==> src/rtl/rv_multicycle_controller.sv <==
// Multi-cycle RV32I control FSM: sequences FETCH/DECODE/EXEC/MEM/WB per
// instruction and drives every datapath enable.
//
// Memory handshake: a request (imem_req / dmem_req) is held high for as long as
// the FSM sits in FETCH / MEM. A cycle with req=1 and ready=1 completes the
// access; a cycle with req=1 and ready=0 is a stall cycle. After MEM_WAIT_MAX
// consecutive stall cycles the FSM traps with mem_timeout set. A ready in the
// cycle that would otherwise be the last allowed stall completes normally.
module rv_multicycle_controller #(
  parameter int ALU_SEL_W    = 4,
  parameter int MEM_WAIT_MAX = 15
) (
  input  logic                 clk,
  input  logic                 rst,
  input  logic [6:0]           opcode,
  input  logic [2:0]           funct3,
  input  logic                 funct7_5,
  input  logic                 BrEq,
  input  logic                 BrLT,
  input  logic                 imem_ready,
  input  logic                 dmem_ready,
  output logic                 imem_req,
  output logic                 dmem_req,
  output logic                 dmem_we,
  output logic                 IRWEn,
  output logic                 PCWEn,
  output logic                 PCSel,
  output logic [2:0]           ImmSel,
  output logic                 RegWEn,
  output logic                 Asel,
  output logic                 Bsel,
  output logic                 BrUn,
  output logic [ALU_SEL_W-1:0] ALUSel,
  output logic [1:0]           WBSel,
  output logic                 illegal,
  output logic                 mem_timeout,
  output logic [2:0]           state
);

  typedef enum logic [2:0] {
    S_FETCH  = 3'd0,
    S_DECODE = 3'd1,
    S_EXEC   = 3'd2,
    S_MEM    = 3'd3,
    S_WB     = 3'd4,
    S_TRAP   = 3'd5
  } state_t;

  localparam logic [6:0] OP_R     = 7'h33;
  localparam logic [6:0] OP_I     = 7'h13;
  localparam logic [6:0] OP_LOAD  = 7'h03;
  localparam logic [6:0] OP_STORE = 7'h23;
  localparam logic [6:0] OP_BR    = 7'h63;
  localparam logic [6:0] OP_JAL   = 7'h6F;
  localparam logic [6:0] OP_JALR  = 7'h67;
  localparam logic [6:0] OP_LUI   = 7'h37;
  localparam logic [6:0] OP_AUIPC = 7'h17;

  // Stall count at which one more stalled cycle reaches the limit.
  localparam logic [7:0] WAIT_LAST = 8'(MEM_WAIT_MAX - 1);

  state_t     state_q, state_d;
  logic [7:0] wait_q, wait_d;
  logic       illegal_q, illegal_d;
  logic       timeout_q, timeout_d;

  logic is_r, is_i, is_load, is_store, is_br, is_jal, is_jalr, is_lui, is_auipc;
  logic is_jump, use_pc, legal, br_taken;
  logic [2:0]           imm_sel;
  logic [ALU_SEL_W-1:0] alu_code;

  assign is_r     = (opcode == OP_R);
  assign is_i     = (opcode == OP_I);
  assign is_load  = (opcode == OP_LOAD);
  assign is_store = (opcode == OP_STORE);
  assign is_br    = (opcode == OP_BR);
  assign is_jal   = (opcode == OP_JAL);
  assign is_jalr  = (opcode == OP_JALR);
  assign is_lui   = (opcode == OP_LUI);
  assign is_auipc = (opcode == OP_AUIPC);
  assign is_jump  = is_jal | is_jalr;
  assign use_pc   = is_br | is_jal | is_auipc;
  assign legal    = (is_r | is_i | is_load | is_store | is_jump | is_lui | is_auipc |
                     (is_br & (funct3[2:1] != 2'b01)));

  // Immediate format and ALU operation decoded from the latched IR fields.
  always_comb begin
    imm_sel  = 3'b000;
    alu_code = '0;
    if (is_store)                imm_sel = 3'b001;
    else if (is_br)              imm_sel = 3'b010;
    else if (is_lui | is_auipc)  imm_sel = 3'b011;
    else if (is_jal)             imm_sel = 3'b100;
    if (is_r)        alu_code[3:0] = {funct7_5, funct3};
    else if (is_i)   alu_code[3:0] = {(funct3 == 3'b101) ? funct7_5 : 1'b0, funct3};
    else if (is_lui) alu_code = '1;
  end

  // Branch condition: funct3[2] picks less-than vs equal, funct3[0] inverts.
  always_comb begin
    br_taken = 1'b0;
    case (funct3)
      3'b000: br_taken = BrEq;
      3'b001: br_taken = ~BrEq;
      3'b100, 3'b110: br_taken = BrLT;
      3'b101, 3'b111: br_taken = ~BrLT;
      default: br_taken = 1'b0;
    endcase
  end

  // State register, stall counter and sticky trap flags.
  always_ff @(posedge clk) begin
    if (rst) begin
      state_q   <= S_FETCH;
      wait_q    <= '0;
      illegal_q <= 1'b0;
      timeout_q <= 1'b0;
    end else begin
      state_q   <= state_d;
      wait_q    <= wait_d;
      illegal_q <= illegal_d;
      timeout_q <= timeout_d;
    end
  end

  // Next-state and datapath control; everything forced low while rst is high.
  always_comb begin
    state_d   = state_q;
    wait_d    = '0;
    illegal_d = illegal_q;
    timeout_d = timeout_q;
    imem_req  = 1'b0;
    dmem_req  = 1'b0;
    dmem_we   = 1'b0;
    IRWEn     = 1'b0;
    PCWEn     = 1'b0;
    PCSel     = 1'b0;
    ImmSel    = 3'b000;
    RegWEn    = 1'b0;
    Asel      = 1'b0;
    Bsel      = 1'b0;
    BrUn      = 1'b0;
    ALUSel    = '0;
    WBSel     = 2'b00;
    case (state_q)
      S_FETCH: begin
        imem_req = 1'b1;
        if (imem_ready) begin
          IRWEn   = 1'b1;
          PCWEn   = 1'b1;
          state_d = S_DECODE;
        end else if (wait_q == WAIT_LAST) begin
          timeout_d = 1'b1;
          state_d   = S_TRAP;
        end else begin
          wait_d = wait_q + 8'd1;
        end
      end
      S_DECODE: begin
        ImmSel = imm_sel;
        if (!legal) begin
          illegal_d = 1'b1;
          state_d   = S_TRAP;
        end else begin
          state_d = S_EXEC;
        end
      end
      S_EXEC: begin
        ALUSel = alu_code;
        Asel   = use_pc;
        Bsel   = ~is_r;
        if (is_br) begin
          BrUn    = (funct3[2:1] == 2'b11);
          PCWEn   = br_taken;
          PCSel   = br_taken;
          state_d = S_FETCH;
        end else if (is_load | is_store) begin
          state_d = S_MEM;
        end else begin
          state_d = S_WB;
        end
      end
      S_MEM: begin
        dmem_req = 1'b1;
        dmem_we  = is_store;
        ALUSel   = alu_code;
        Bsel     = 1'b1;
        if (dmem_ready) begin
          state_d = is_load ? S_WB : S_FETCH;
        end else if (wait_q == WAIT_LAST) begin
          timeout_d = 1'b1;
          state_d   = S_TRAP;
        end else begin
          wait_d = wait_q + 8'd1;
        end
      end
      S_WB: begin
        RegWEn  = 1'b1;
        WBSel   = is_load ? 2'b00 : (is_jump ? 2'b10 : 2'b01);
        state_d = S_FETCH;
        if (is_jump) begin
          PCWEn  = 1'b1;
          PCSel  = 1'b1;
          ALUSel = alu_code;
          Asel   = use_pc;
          Bsel   = 1'b1;
        end
      end
      S_TRAP: state_d = S_TRAP;
      default: state_d = S_FETCH;
    endcase
    if (rst) begin
      imem_req = 1'b0;
      dmem_req = 1'b0;
      dmem_we  = 1'b0;
      IRWEn    = 1'b0;
      PCWEn    = 1'b0;
      PCSel    = 1'b0;
      ImmSel   = 3'b000;
      RegWEn   = 1'b0;
      Asel     = 1'b0;
      Bsel     = 1'b0;
      BrUn     = 1'b0;
      ALUSel   = '0;
      WBSel    = 2'b00;
    end
  end

  assign state       = rst ? 3'b000 : state_q;
  assign illegal     = illegal_q & ~rst;
  assign mem_timeout = timeout_q & ~rst;

endmodule

==> config.mk <==
export PLATFORM = sky130hd
export DESIGN_NAME = rv_multicycle_controller
export DESIGN_NICKNAME = d
export VERILOG_FILES = /design/src/rtl/rv_multicycle_controller.sv
export SDC_FILE = /design/constraint.sdc
export NUM_CORES = 1
export LEC_CHECK = 0
export BUFFER_PORTS_ARGS = -buffer_cell sky130_fd_sc_hd__buf_2
export CAP_MARGIN = 10
export CORE_MARGIN = 1
export CORE_UTILIZATION = 48
export DETAILED_ROUTE_END_ITERATION = 16
export PLACE_DENSITY = 0.79
export SYNTH_ARGS = -nofsm -noshare
export SYNTH_HDL_FRONTEND = slang
export SYNTH_SLANG_ARGS = --single-unit
==> constraint.sdc <==
create_clock -name clk -period 1.7 [get_ports clk]
set_clock_uncertainty 0.05 [all_clocks]
set_input_delay 0.17 -clock clk [delete_from_list [all_inputs] [get_ports clk]]
set_output_delay 0.17 -clock clk [all_outputs]
set_load 0.1 [all_outputs]
==> results of run 1 <==
[cell usage after synthesis (all sizes together), types with 2 or more instances]
cell	count
nor2b	7
xor2	4
clkbuf	3
inv	6
nor4	3
nand2	12
a21bo	2
nor3	6
dfxtp	13
nand4b	2
nand3	8
and3	2
a21oi	9
nor2	26
ha	2
a22oi	2
and2	2
a41oi	2
nand2b	3
xnor2	4
nand4	3
o21ai	2
buf	4
[stage by stage]
stage             instances  TNS, ns  hold slack, ns
global placement        235   -0.446           0.389
floorplan               144    -7.57           0.331
[kinds of logic after synthesis]
logic type / synth area share (%)
AOI/OAI and AO/OA: 20.9
xor gates and xnor gates: 6.73
adders and majority gates: 2.40
buffers and inverters: 5.05
DFF: 25.0
muxes: 0.962
and+or+nand+nor: 38.9
==> results.ini, run 1 <==
[status]
status=did not finish
stop_error=[ERROR DPL-0038] Utilization greater than 100%, impossible to legalize
failed_stage=detailed placement

[floorplan]
die-height_um=48.6
initial_core_util_pct=52.0
pin_count=41
row_count=16
fp.dieW_um=48.6

[yosys]
synth_nets=163
synthDistinctLibCells=45
syn_area_per_cell_sq_um=7.23
synthCells=144
synth_top_area_share_pct=25.0
synth_top_area_cell=dfxtp_1
synth_edf_count=0
syn_area_sq_mm=0.00104
ys.flop_type=dfxtp_1
ys_async_sr_fraction_pct=0
yosysSeqAreaShare_pct=25.0
synth_area_leaders=dfxtp_1 (25%), nor2_1 (9.0%), a21oi_1 (4.3%)
ys_warn_count=0
synth_seq_cells=13

[place]
portBuffers=40
place.gp.congestion=0.891

==> run 2: changes to the inputs <==
- CORE_AREA: unset -> 2 2 63 65
- CORE_MARGIN: 1 -> unset
- CORE_UTILIZATION: 48 -> unset
- DIE_AREA: unset -> 0 0 65 67
- PLACE_DENSITY: 0.79 -> unset
- PLACE_DENSITY_LB_ADDON: unset -> 0.15
==> run 2 against run 1 <==
The flow now finishes, with violations (setup timing). Area after synthesis did not move. Synthesized cell count did not move.
==> results.ini, run 2 <==
[finish]
drive_gt1_share_pct=66.1
final_common_cell=buf_4
final_nets=244
area_delta_synth_final_pct=131
diodes=0
top_register=wait_q
fin_area_sq_mm=0.00240
reg_top3=wait_q x8, state_q x3
mostFrequentLayoutCells=buf_4 (34), buf_12 (21), buf_2 (18)
largest_reg_flops=8
fillers=291

[clock_tree]
path_clk_slew_ns=0.06
clk_latency_ns=0.24
ctsHoldBuffers=0
htreeDepth=1
clock_sinks=13
cts_buffer_depth=2
cts_tree=yes
root_buffer=clkbuf_8
numCtsBuffers=3

[place]
place_area_sq_mm=0.00211
portBuffers=40  ; unchanged
hpwl_mm=2.94
place.gp.congestion=0.884  ; was 0.891

[sta]
rsz0062_at_grt=yes
min_period_ns=1.82
fmax_mhz=550
worstMarginPinSlew_ns=0.485
finalSetupViolations=13
min_period_over_period_pct=107
hold_viol=0
maxSlewHeadroom_pct=67.9
whs_ns=0.231
maxSlewViolCount=0
fin_ws_ns=-0.120

[yosys]
synth_area_leaders=dfxtp_1 (25%), nor2_1 (9.0%), a21oi_1 (4.3%)  ; unchanged
syn_area_per_cell_sq_um=7.23  ; unchanged
ys_top_cells_by_count=nor2_1 (25), dfxtp_1 (13), nand2_1 (12)  ; unchanged
synth_top_area_share_pct=25.0  ; unchanged
ys_warn_count=0  ; unchanged
synth_nets=163  ; unchanged
ys_async_sr_fraction_pct=0  ; unchanged
synth_edf_count=0  ; unchanged
synth_top_area_cell=dfxtp_1  ; unchanged
yosysSeqAreaShare_pct=25.0  ; unchanged
synth_seq_cells=13  ; unchanged
synth.most_common_cell=nor2_1  ; unchanged
ys.flop_type=dfxtp_1  ; unchanged
synthCells=144  ; unchanged
synthDistinctLibCells=45  ; unchanged
syn_area_sq_mm=0.00104  ; unchanged

[route]
routed-wl-met3_um=140
first_iter_violations=62
highest_layer=met4
wl_met1_mm=1.39
viasPerCell=4.99
wirelength_mm=3.84
dr_total_vias=1358
wl_per_cell_um=14.1
drc=0
first_pass_iters=4
route.met2.wl_mm=2.29
antenna_left=0

[power]
power_leakage_nw=0.868
p_per_area_mw_per_mm2=424
ir_drop_mv=0.426

[min_path]
min_path_type=in2reg

[setup_path]
crit_required_ns=1.48
cp.arrival_ns=1.60
reg2reg_to=wait_q[6]
critPathLaunch=opcode[4]
start_kind=input pin
path_class=in2out
reg2reg_from=state_q[2]
r2r_setup_slack_ns=0.01
critPathCaptureType=primary output
ff2ff_path_depth=7
critPathCapture=ALUSel[3]
crit_fanout=4

[grt]
grt_pass1_vias=1311
antenna_found_initial=0
grt_max_degree=11
globalRouteOverflowTotal=0
grt_pass1_wl_mm=5.82
grt.total_usage_pct=17.1

[floorplan]
core_sq_mm=0.00361
die-area_sq_mm=0.00436
fp.dieW_um=65  ; was 48.6 um
row_count=22  ; was 16
initial_core_util_pct=28.9  ; was 52.0%
pin_count=41  ; unchanged
die-height_um=67  ; was 48.6 um

[status]
status=finished, violations left  ; was did not finish
violations=setup timing

[flow_run]
drv_cap=0

run 2: cell counts after synthesis:
No cell type changed its count.
run 2: layout make-up:
type	instances	area (sq um)	area share [%]
sequential	13	272	11.3
clock inverter	1	5.00	0.208
multi-input combinational	118	1120	46.6
inverter	6	27.5	1.15
clock buffer	3	41.3	1.72
timing repair buffer	83	878	36.6
tap	48	60.1	2.50
run 2: critical path, stage by stage:
cell,delay [ns]
buf_6,0.09
and3b_4,0.28
and4_4,0.23
nand3_4,0.11
a21o_4,0.26
a221oi_4,0.23
buf_12,0.21
run 2: per-stage QoR:
stage / util (%) / power (mW) / setup TNS, ns / setup slack, ns / cells
finish: 66.6 / 1.02 / -0.777 / -0.120 / 272
global route: 66.6 / 1.07 / -1.77 / -0.194 / 272
global placement: 58.6 / 0.691 / -0.570 / -0.135 / 260
detailed placement: 58.6 / 0.693 / -0.787 / -0.169 / 260
floorplan: - / 0.557 / -7.57 / -1.06 / 144
CTS: 63.9 / 1.00 / -0.860 / -0.142 / 269
run 2: cells by family after synthesis:
kind of cell	after synthesis	synth area share (%)
XOR/XNOR	8	6.73
adder cells (fa/ha/maj)	2	2.40
buffers and inverters	13	5.05
multiplexers	1	0.962
AND/OR/NAND/NOR	78	38.9
AO/OA/AOI/OAI	29	20.9
flip-flops	13	25.0
run 2: how the worst min path moves through the flow:
| stage | startpoint | endpoint | cells past startpoint |
|---|---|---|---|
| floorplan | dmem_ready | state_q[2] | 2 |
| global route | dmem_ready | state_q[2] | 3 |
| finish | dmem_ready | state_q[2] | 3 |
| global placement | wait_q[0] | wait_q[0] | 1 |
| detailed placement | wait_q[0] | wait_q[0] | 1 |
| CTS | dmem_ready | state_q[2] | 3 |
run 2: timing repair:
item,4_1_cts,5_1_grt
pin swaps,11,12
buffers inserted,5,3
setup endpoints to repair,20,25
resized for setup,29,20
run 2: per-layer routing:
| metal | up-vias | track usage [%] |
|---|---|---|
| met5 | - | 0 |
| met4 | 0 | 4.26 |
| met3 | 2 | 2.36 |
| met2 | 28 | 35.1 |
| met1 | 659 | 17.9 |
| li1 | 669 | - |
run 2: where the power goes:
| group | switching [mW] | internal (mW) |
|---|---|---|
| logic | 0.251 | 0.172 |
| registers | 0.0101 | 0.313 |
| clock network | 0.111 | 0.162 |
Note: power is estimated with default switching activity, not from simulation.
==> run 3: changes to the inputs <==
- CTS_BUF_LIST: unset -> sky130_fd_sc_hd__clkbuf_2 sky130_fd_sc_hd__clkbuf_4 sky130_fd_sc_hd__clkbuf_8
- SETUP_SLACK_MARGIN: unset -> 0.02
==> run 3 against run 2 <==
The run still ends with setup timing left. Critical path depth did not move. Sequential power about the same. Cell count unchanged. Non-clock buffer count unchanged. First-iteration DRC count is 18% higher. Routed wire length down 0.21%. Via count up 1.0%. Combinational power about the same. Hold slack better by 0.0016 ns. Largest cell class unchanged. Largest power group unchanged.
==> results.ini, run 3 (synthesis results as in run 2) <==
[status]
status=finished, violations left  ; unchanged
violations=setup timing  ; unchanged

[route]
wl_per_cell_um=14.1  ; about the same
first_pass_iters=4  ; unchanged
drc=0  ; unchanged
wirelength_mm=3.83  ; was 3.84 mm
dr_total_vias=1372  ; was 1358
viasPerCell=5.04  ; was 4.99
first_iter_violations=73  ; was 62
antenna_left=0  ; unchanged

[grt]
globalRouteOverflowTotal=0  ; unchanged
grt.total_usage_pct=17.1  ; unchanged
antenna_found_initial=0  ; unchanged
grt_pass1_vias=1303  ; was 1311
grt_pass1_wl_mm=5.82  ; unchanged
grt_max_degree=11  ; unchanged

[finish]
diodes=0  ; unchanged
multi_input_area_sq_mm=0.00112  ; unchanged
top_register=wait_q  ; unchanged
mostFrequentLayoutCells=buf_4 (34), buf_12 (21), buf_2 (18)  ; unchanged
final-seq-area_sq_um=272  ; unchanged
drive_gt1_share_pct=66.1  ; unchanged
reg_top3=wait_q x8, state_q x3  ; unchanged
largest_reg_flops=8  ; unchanged
final_nets=244  ; unchanged
final_cells=272  ; unchanged
fin_area_sq_mm=0.00240  ; unchanged
final_common_cell=buf_4  ; unchanged
area_delta_synth_final_pct=131  ; unchanged
fillers=291  ; unchanged

[setup_path]
slowest_delay_ns=0.28  ; about the same
start_kind=input pin  ; unchanged
crit_fanout=4  ; unchanged
reg2reg_from=state_q[2]  ; unchanged
cp.arrival_ns=1.60  ; about the same
crit_required_ns=1.48  ; about the same
critPathCapture=ALUSel[3]  ; unchanged
reg2reg_to=wait_q[6]  ; unchanged
r2r_setup_slack_ns=0  ; was 0.01 ns
critPathLaunch=opcode[4]  ; unchanged
ff2ff_path_depth=7  ; unchanged
path_class=in2out  ; unchanged
path_cells=buf_6 > and3b_4 > and4_4 > nand3_4 > a21o_4 > a221oi_4 > buf_12  ; unchanged
critPathCaptureType=primary output  ; unchanged
cpMaxStageDelayCell=and3b_4  ; unchanged

[place]
place.gp.congestion=0.884  ; unchanged
dp.cells=260  ; unchanged
portBuffers=40  ; unchanged
place_area_sq_mm=0.00211  ; unchanged
hpwl_mm=2.94  ; unchanged

[power]
total_power_mw=1.02  ; about the same
power_leakage_nw=0.868  ; about the same
ir_drop_mv=0.424  ; was 0.426 mV
p_per_area_mw_per_mm2=424  ; about the same

[sta]
rsz0062_at_grt=yes  ; unchanged
min_period_ns=1.82  ; about the same
min_period_over_period_pct=107  ; about the same
maxSlewHeadroom_pct=67.9  ; about the same
maxSlewViolCount=0  ; unchanged
hold_viol=0  ; unchanged
fin_ws_ns=-0.117  ; was -0.120 ns
fmax_mhz=550  ; about the same
worstMarginPinSlew_ns=0.485  ; about the same
finalSetupViolations=12  ; was 13
finalSetupTns_ns=-0.772  ; was -0.777 ns

[floorplan]
pin_count=41  ; unchanged
fp.dieW_um=65  ; unchanged
initial_core_util_pct=28.9  ; unchanged
row_count=22  ; unchanged
die-height_um=67  ; unchanged
die-area_sq_mm=0.00436  ; unchanged
core_sq_mm=0.00361  ; unchanged

[flow_run]
drv_cap=0  ; unchanged

[min_path]
min_path_type=in2reg  ; unchanged
hold_start=dmem_ready  ; unchanged

[clock_tree]
root_buffer=clkbuf_8  ; unchanged
cts_tree=yes  ; unchanged
cts_buffer_depth=2  ; unchanged
clock_sinks=13  ; unchanged
clk_latency_ns=0.24  ; about the same
htreeDepth=1  ; unchanged
ctsHoldBuffers=0  ; unchanged
path_clk_slew_ns=0.06  ; about the same
numCtsBuffers=3  ; unchanged

[run 3: cell counts in the layout (fill, tap and decap cells not counted)]
No cell type changed its count.
[run 3: power by group]
group	switching (mW)	leakage (nW)	internal [mW]
Clock	0.111	0.0255	0.162
Sequential	0.0102	0.108	0.313
Combinational	0.251	0.735	0.172
[run 3: worst max-delay path: cells and delay by family]
kind,cells,cell delay (ns)
compound gates,2,0.49
simple gates,3,0.62
buf+inv,2,0.30
[run 3: worst min path at each step]
stage	end	slack (ns)	depth (start not counted)
finish	state_q[2]	0.23	3
CTS	state_q[2]	0.20	3
global route	state_q[2]	0.25	3
detailed placement	wait_q[0]	0.41	1
global placement	wait_q[0]	0.40	1
floorplan	state_q[2]	0.33	2
[run 3: timing repair]
action	CTS	global route
resized for setup	30	19
pin swaps	12	12
endpoints found under the setup margin	24	27
gates cloned	0	0
hold endpoints to repair	0	0
setup buffers	5	3
[run 3: cell type report]
type | count | share of cell area [%]
inverters | 6 | 1.15
clock inverters | 1 | 0.208
well taps | 48 | 2.50
clock buffers | 3 | 1.72
repair buffers | 83 | 36.6
multi-input cells | 118 | 46.6
flip-flops and latches | 13 | 11.3
[run 3: routing by layer]
metal	GRT usage [%]	vias up	part of all wire (%)
met4	3.99	0	0.39
met2	35.2	35	60
li1	-	670	-
met3	2.20	2	4.0
met1	18.0	665	36
met5	0	-	0
[run 3: metrics by stage]
stage	setup WS, ns	utilization [%]	hold slack [ns]
floorplan	-1.06	-	0.331
global placement	-0.135	58.6	0.396
detailed placement	-0.169	58.6	0.407
CTS	-0.142	63.9	0.203
global route	-0.194	66.6	0.250
finish	-0.117	66.6	0.232
